$ cat config.mk
export PLATFORM = sky130hd
export DESIGN_NAME = mdu_iter
export DESIGN_NICKNAME = d
export VERILOG_FILES = /design/src/rtl/mdu_iter.sv
export SDC_FILE = /design/constraint.sdc
export NUM_CORES = 1
export LEC_CHECK = 0
export ABC_AREA = 0
export CAP_MARGIN = 10
export CORE_MARGIN = 1
export CORE_UTILIZATION = 48
export CTS_CLUSTER_DIAMETER = 80
export DETAILED_ROUTE_END_ITERATION = 10
export PLACE_DENSITY_LB_ADDON = 0.25
export SETUP_SLACK_MARGIN = 0.05
export SLEW_MARGIN = 5
export SYNTH_ARGS = -nofsm -noshare
export SYNTH_HDL_FRONTEND = slang
export SYNTH_SLANG_ARGS = --single-unit
$ cat constraint.sdc
create_clock -name clock -period 4.04 [get_ports clock]
set_input_delay 0.808 -clock clock [delete_from_list [all_inputs] [get_ports clock]]
set_output_delay 0.808 -clock clock [all_outputs]
set_load 0.02 [all_outputs]
$ cat src/rtl/mdu_iter.sv
// Iterative 32x32 multiply/divide unit with architectural HI/LO registers.
// Shift-add multiply and restoring divide, one bit per cycle, then a sign-fix cycle.
module mdu_iter #(
    parameter int unsigned WIDTH = 32
) (
    input  logic             clock,
    input  logic             resetn,
    input  logic             start,
    input  logic [1:0]       op,
    input  logic [WIDTH-1:0] a,
    input  logic [WIDTH-1:0] b,
    input  logic             wr_hi,
    input  logic             wr_lo,
    input  logic [WIDTH-1:0] wdata,
    output logic             busy,
    output logic             done,
    output logic             div_by_zero,
    output logic [WIDTH-1:0] hi,
    output logic [WIDTH-1:0] lo
);

    localparam logic [5:0] LastIter = 6'(WIDTH - 1);

    typedef enum logic [1:0] {StIdle, StCalc, StFix, StDone} state_e;

    state_e               state_q, state_d;
    logic [5:0]           cnt_q, cnt_d;
    logic [1:0]           op_q, op_d;
    logic                 neg_res_q, neg_res_d;
    logic                 neg_rem_q, neg_rem_d;
    logic                 dbz_q, dbz_d;
    logic [2*WIDTH-1:0]   acc_q, acc_d;
    logic [WIDTH-1:0]     opnd_q, opnd_d;
    logic [WIDTH-1:0]     hi_q, hi_d;
    logic [WIDTH-1:0]     lo_q, lo_d;

    logic                 is_signed, a_neg, b_neg;
    logic [WIDTH-1:0]     a_mag, b_mag;
    logic [WIDTH:0]       add_sum, rem_sh, trial;
    logic [2*WIDTH-1:0]   mul_next, div_next, prod_fix;
    logic [WIDTH-1:0]     quo_fix, rem_fix;

    assign is_signed = ~op[0];
    assign a_neg     = is_signed & a[WIDTH-1];
    assign b_neg     = is_signed & b[WIDTH-1];
    assign a_mag     = a_neg ? -a : a;
    assign b_mag     = b_neg ? -b : b;

    // Multiply: acc holds {partial product, remaining multiplier bits}.
    assign add_sum  = {1'b0, acc_q[2*WIDTH-1:WIDTH]} + {1'b0, opnd_q};
    assign mul_next = acc_q[0] ? {add_sum, acc_q[WIDTH-1:1]}
                               : {1'b0, acc_q[2*WIDTH-1:1]};

    // Divide: acc holds {partial remainder, dividend bits / quotient bits}.
    assign rem_sh   = {acc_q[2*WIDTH-1:WIDTH], acc_q[WIDTH-1]};
    assign trial    = rem_sh - {1'b0, opnd_q};
    assign div_next = trial[WIDTH] ? {rem_sh[WIDTH-1:0], acc_q[WIDTH-2:0], 1'b0}
                                   : {trial[WIDTH-1:0], acc_q[WIDTH-2:0], 1'b1};

    assign prod_fix = neg_res_q ? -acc_q : acc_q;
    assign quo_fix  = neg_res_q ? -acc_q[WIDTH-1:0] : acc_q[WIDTH-1:0];
    assign rem_fix  = neg_rem_q ? -acc_q[2*WIDTH-1:WIDTH] : acc_q[2*WIDTH-1:WIDTH];

    always_comb begin
        state_d   = state_q;
        cnt_d     = cnt_q;
        op_d      = op_q;
        neg_res_d = neg_res_q;
        neg_rem_d = neg_rem_q;
        dbz_d     = dbz_q;
        acc_d     = acc_q;
        opnd_d    = opnd_q;
        hi_d      = hi_q;
        lo_d      = lo_q;
        unique case (state_q)
            StIdle, StDone: begin
                if (start) begin
                    op_d      = op;
                    neg_res_d = a_neg ^ b_neg;
                    neg_rem_d = a_neg;
                    cnt_d     = '0;
                    dbz_d     = 1'b0;
                    if (op[1] && (b == '0)) begin
                        hi_d    = a;
                        lo_d    = '1;
                        dbz_d   = 1'b1;
                        state_d = StDone;
                    end else begin
                        opnd_d  = op[1] ? b_mag : a_mag;
                        acc_d   = {{WIDTH{1'b0}}, (op[1] ? a_mag : b_mag)};
                        state_d = StCalc;
                    end
                end else begin
                    state_d = StIdle;
                    dbz_d   = 1'b0;
                    if (wr_hi) hi_d = wdata;
                    if (wr_lo) lo_d = wdata;
                end
            end
            StCalc: begin
                acc_d = op_q[1] ? div_next : mul_next;
                cnt_d = cnt_q + 6'd1;
                if (cnt_q == LastIter) begin
                    cnt_d   = '0;
                    state_d = StFix;
                end
            end
            StFix: begin
                if (op_q[1]) begin
                    hi_d = rem_fix;
                    lo_d = quo_fix;
                end else begin
                    hi_d = prod_fix[2*WIDTH-1:WIDTH];
                    lo_d = prod_fix[WIDTH-1:0];
                end
                state_d = StDone;
            end
            default: state_d = StIdle;
        endcase
    end

    always_ff @(posedge clock or negedge resetn) begin
        if (!resetn) begin
            state_q   <= StIdle;
            cnt_q     <= '0;
            op_q      <= '0;
            neg_res_q <= 1'b0;
            neg_rem_q <= 1'b0;
            dbz_q     <= 1'b0;
            acc_q     <= '0;
            opnd_q    <= '0;
            hi_q      <= '0;
            lo_q      <= '0;
        end else begin
            state_q   <= state_d;
            cnt_q     <= cnt_d;
            op_q      <= op_d;
            neg_res_q <= neg_res_d;
            neg_rem_q <= neg_rem_d;
            dbz_q     <= dbz_d;
            acc_q     <= acc_d;
            opnd_q    <= opnd_d;
            hi_q      <= hi_d;
            lo_q      <= lo_d;
        end
    end

    assign busy        = (state_q == StCalc) || (state_q == StFix);
    assign done        = (state_q == StDone);
    assign div_by_zero = (state_q == StDone) && dbz_q;
    assign hi          = hi_q;
    assign lo          = lo_q;

endmodule

==> results by group <==
Route
  – Average vias per placed instance: slightly above 6
  – Vias: around 16,000
  – Initial DRC count: roughly 1,800
  – Final ANT Viol Nets: 0
  – DRC: 0
  – Post-DR wirelength/cell: around 21 um
  – First-pass detailed-route iteration total: 6
  – Post-Route WL: around 55,000 um

Cells and area
  – Share of layout cells above drive strength 1: under 10%
  – Most frequent cells in the layout: o21ai_0, nand2_1, a21oi_1, nor2_1, dfrtp_1
  – Final non-filler cell total: around 2,600
  – Filler Cell Count: roughly 3,000
  – Layout area overhead: 19.1%
  – Post-layout util: just under 60%
  – Final nets: approximately 2,300
  – Most common cell after layout, fill and taps aside: o21ai_0
  – Post-route design area: 0.0187 sq mm

Pwr
  – PD cells: around 850 mW/mm^2
  – Switching share of power: 51.0%
  – Sw power: just over 8 mW
  – Total Power: ~16 mW
  – Peak supply drop: 481 uV
  – Leakage power: 8.00 nW
  – Pint: slightly below 8 mW
  – Clock power share: around a tenth
  – Comb pwr share: 67.8%
  – Flop pwr share: 21.6%

Setup path
  – CP Capture Type: flip-flop
  – Setup crit start kind: flip-flop
  – R2R setup slack: about 0.28 ns
  – Slowest cell on crit path: dfrtp_1
  – CP Data Required Time: approximately 4.4 ns
  – Critical path fanouts, max: 5
  – Critical path arrival: ~4 ns
  – R2R Path Start: acc_q[32]$_DFFE_PN0P_
  – Crit-path most repeated cell: a31oi_1
  – Reg2reg end: acc_q[61]$_DFFE_PN0P_
  – R2R cell count: 13
  – Crit Path Category: flip-flop to flip-flop
  – CP top delay family: compound AO/OA/AOI/OAI gates
  – CP bufs+invs: 1
  – Critical path's largest stage delay: 0.47 ns
  – Cell Chain, Critical Path: ha_1 -> inv_1 -> fa_1 -> nor2b_1 -> o31ai_1 -> a31oi_1 -> a41o_1 -> a221o_1 -> a31oi_1 -> o21ai_0 -> nand4_1 -> mux2i_1 -> a22o_1

Floorplan
  – Core Region: roughly 0.032 sq mm
  – Die outline width: around 180 um
  – Cell Rows: 65
  – Starting density of the core: 49.2%
  – Die Span Y: around 180 um
  – Die ar.: about 0.033 sq mm
  – IO Pins: between 150 and 200

Synth
  – Yosys cell types: slightly above 90
  – Number of synthesized flops with an enable pin: 0
  – Asr flop ratio synth: 100%
  – Top FF cell, synth: dfrtp_1
  – Synth Instances: just over 2,000
  – Avg Cell Area, Syn: just under 8 sq um
  – Yosys warning count: 0
  – Area of the mapped netlist: about 0.016 sq mm
  – Yosys reg bits: 172
  – Sequential share of the synthesized area: a little over a quarter
  – Syn nets: ~2,200

GRT
  – Antenna violations before repair: 3
  – First-pass GRT wire length: approximately 86,000 um
  – Number of global-route vias before repair: 15,300
  – Total gr overflow: 0
  – Largest net degree at the start of global routing: 120
  – GRT Total Usage: 33.4%

CTS
  – Hold-fix buffer count after cts: 0
  – Clk slew on worst S/H paths: around 0.07 ns
  – TritonCTS buffer count: 17
  – CTS H-tree depth: 4
  – Post-cts resize count: 0
  – CTS tree: done
  – Clock root buffer: clkbuf_16
  – CTS Sinks: about 170
  – Clock latency on the worst-skew pair: between 0.4 and 0.5 ns
  – Setup Fix Bufs, Post-CTS: 0
  – Max clock buf depth: 2

STA
  – Fin Clk Skew: between 0.01 and 0.015 ns
  – RSZ-0062 raised after global routing: no
  – Pins Over Slew Limit: 0
  – Worst-margin pin slew: roughly 1.2 ns
  – Slew margin rel.: 20.4%
  – Number of setup violations in the final report: 0
  – Final Hold Fails: 0
  – Period utilization: 93.0%
  – Tmin final: between 3 and 4 ns
  – Hold Slack: between 0.4 and 0.5 ns
  – Worst Setup Slack, final: 0.283 ns
  – Final setup TNS: 0 ns
  – Max Freq: 266 MHz

Job
  – Max Cap Viol: 0

Worst hold path
  – Hold crit path type: primary input to async pin

Status
  – Status: complete, no violations

Placed design
  – Pre-CTS WS: roughly 0.041 ns
  – DPL Wire Length: 43,500 um
  – Post-DP Area: between 0.015 and 0.02 sq mm
  – Routability congestion estimate: ~1
  – Placed Cells: around 2,600
  – PortBufs: approximately 170
synthesized netlist by cell type, drive strengths merged, types with 12 or more instances:
cell type | n | share of area [%]
o41ai | 13 | 0.77
nand3 | 24 | 0.80
o21ai | 239 | 7.6
nand4 | 13 | 0.52
nor2 | 196 | 4.7
mux2 | 34 | 2.4
or3 | 18 | 0.76
o31ai | 31 | 1.5
nor3 | 31 | 0.99
o22ai | 28 | 1.1
mux2i | 76 | 4.8
a211oi | 34 | 1.6
clkbuf | 103 | 2.6
xor2 | 79 | 4.4
nand2b | 16 | 0.64
dfrtp | 172 | 27
nor2b | 17 | 0.68
a31oi | 15 | 0.60
ha | 72 | 5.7
nand2 | 219 | 5.3
inv | 63 | 1.5
o211ai | 12 | 0.57
a21oi | 207 | 6.6
xnor2 | 95 | 5.3
nor4 | 18 | 0.91
a21o | 32 | 1.5
buf | 19 | 0.68
power groups by stage:
stage | Sequential [mW] | Combinational [mW] | Clock [mW]
floorplan | 3.48 | 7.08 | 0
global placement | 3.41 | 10.3 | 0
detailed placement | 3.42 | 10.5 | 0
CTS | 3.40 | 10.6 | 1.68
global route | 3.51 | 11.8 | 1.75
finish | 3.43 | 10.8 | 1.67
metal layers:
layer | vias to the layer above | wire (um) | global-route usage [%]
met1 | 7541 | 22400 | 42.7
met4 | 0 | 2420 | 14.4
li1 | 7573 | - | -
met3 | 139 | 5090 | 8.28
met5 | - | 0 | 0
met2 | 720 | 25200 | 53.5
layout make-up:
class / count / area [sq um] / area share, %
multi-input cells: 1659 / 10700 / 57.0
flip-flops and latches: 172 / 4310 / 23.0
repair buffers: 249 / 2370 / 12.7
well taps: 435 / 544 / 2.91
clock buffers: 21 / 450 / 2.41
inverters: 63 / 236 / 1.27
clock inverters: 10 / 118 / 0.629
diodes: 2 / 5.00 / 0.0268
sequential cells by signal (all words and copies together), names as in the netlist:
| register | count |
|---|---|
| neg_rem_q | 1 |
| state_q | 2 |
| op_q | 1 |
| hi | 32 |
| acc_q | 64 |
| opnd_q | 32 |
| neg_res_q | 1 |
| dbz_q | 1 |
| lo | 32 |
| cnt_q | 6 |
worst max-delay path by stage:
stage                                from                     end  cells past startpoint
finish              acc_q[32]$_DFFE_PN0P_   acc_q[61]$_DFFE_PN0P_                     13
global route        acc_q[32]$_DFFE_PN0P_   acc_q[63]$_DFFE_PN0P_                     13
CTS                 opnd_q[3]$_DFFE_PN0P_   acc_q[63]$_DFFE_PN0P_                     14
detailed placement                   b[3]       lo[5]$_DFFE_PN0P_                     11
global placement                     b[3]  opnd_q[27]$_DFFE_PN0P_                     11
floorplan                            b[3]   acc_q[23]$_DFFE_PN0P_                      9
cell families after synthesis:
group | Yosys count | share of synthesized area (%)
simple gates | 611 | 18.2
flops | 172 | 27.4
mux | 110 | 7.29
buf+inv | 187 | 4.95
compound gates | 690 | 26.4
fa+ha+maj | 74 | 6.00
xor+xnor | 174 | 9.71
worst reg2reg max path, cell delays in order, from the launching register on:
cell,delay [ns]
dfrtp_1,0.47
ha_1,0.26
inv_1,0.08
fa_1,0.40
nor2b_1,0.22
o31ai_1,0.14
a31oi_1,0.45
a41o_1,0.35
a221o_1,0.24
a31oi_1,0.14
o21ai_0,0.34
nand4_1,0.19
mux2i_1,0.17
a22o_1,0.19
Power figures use the tool's default switching activity.
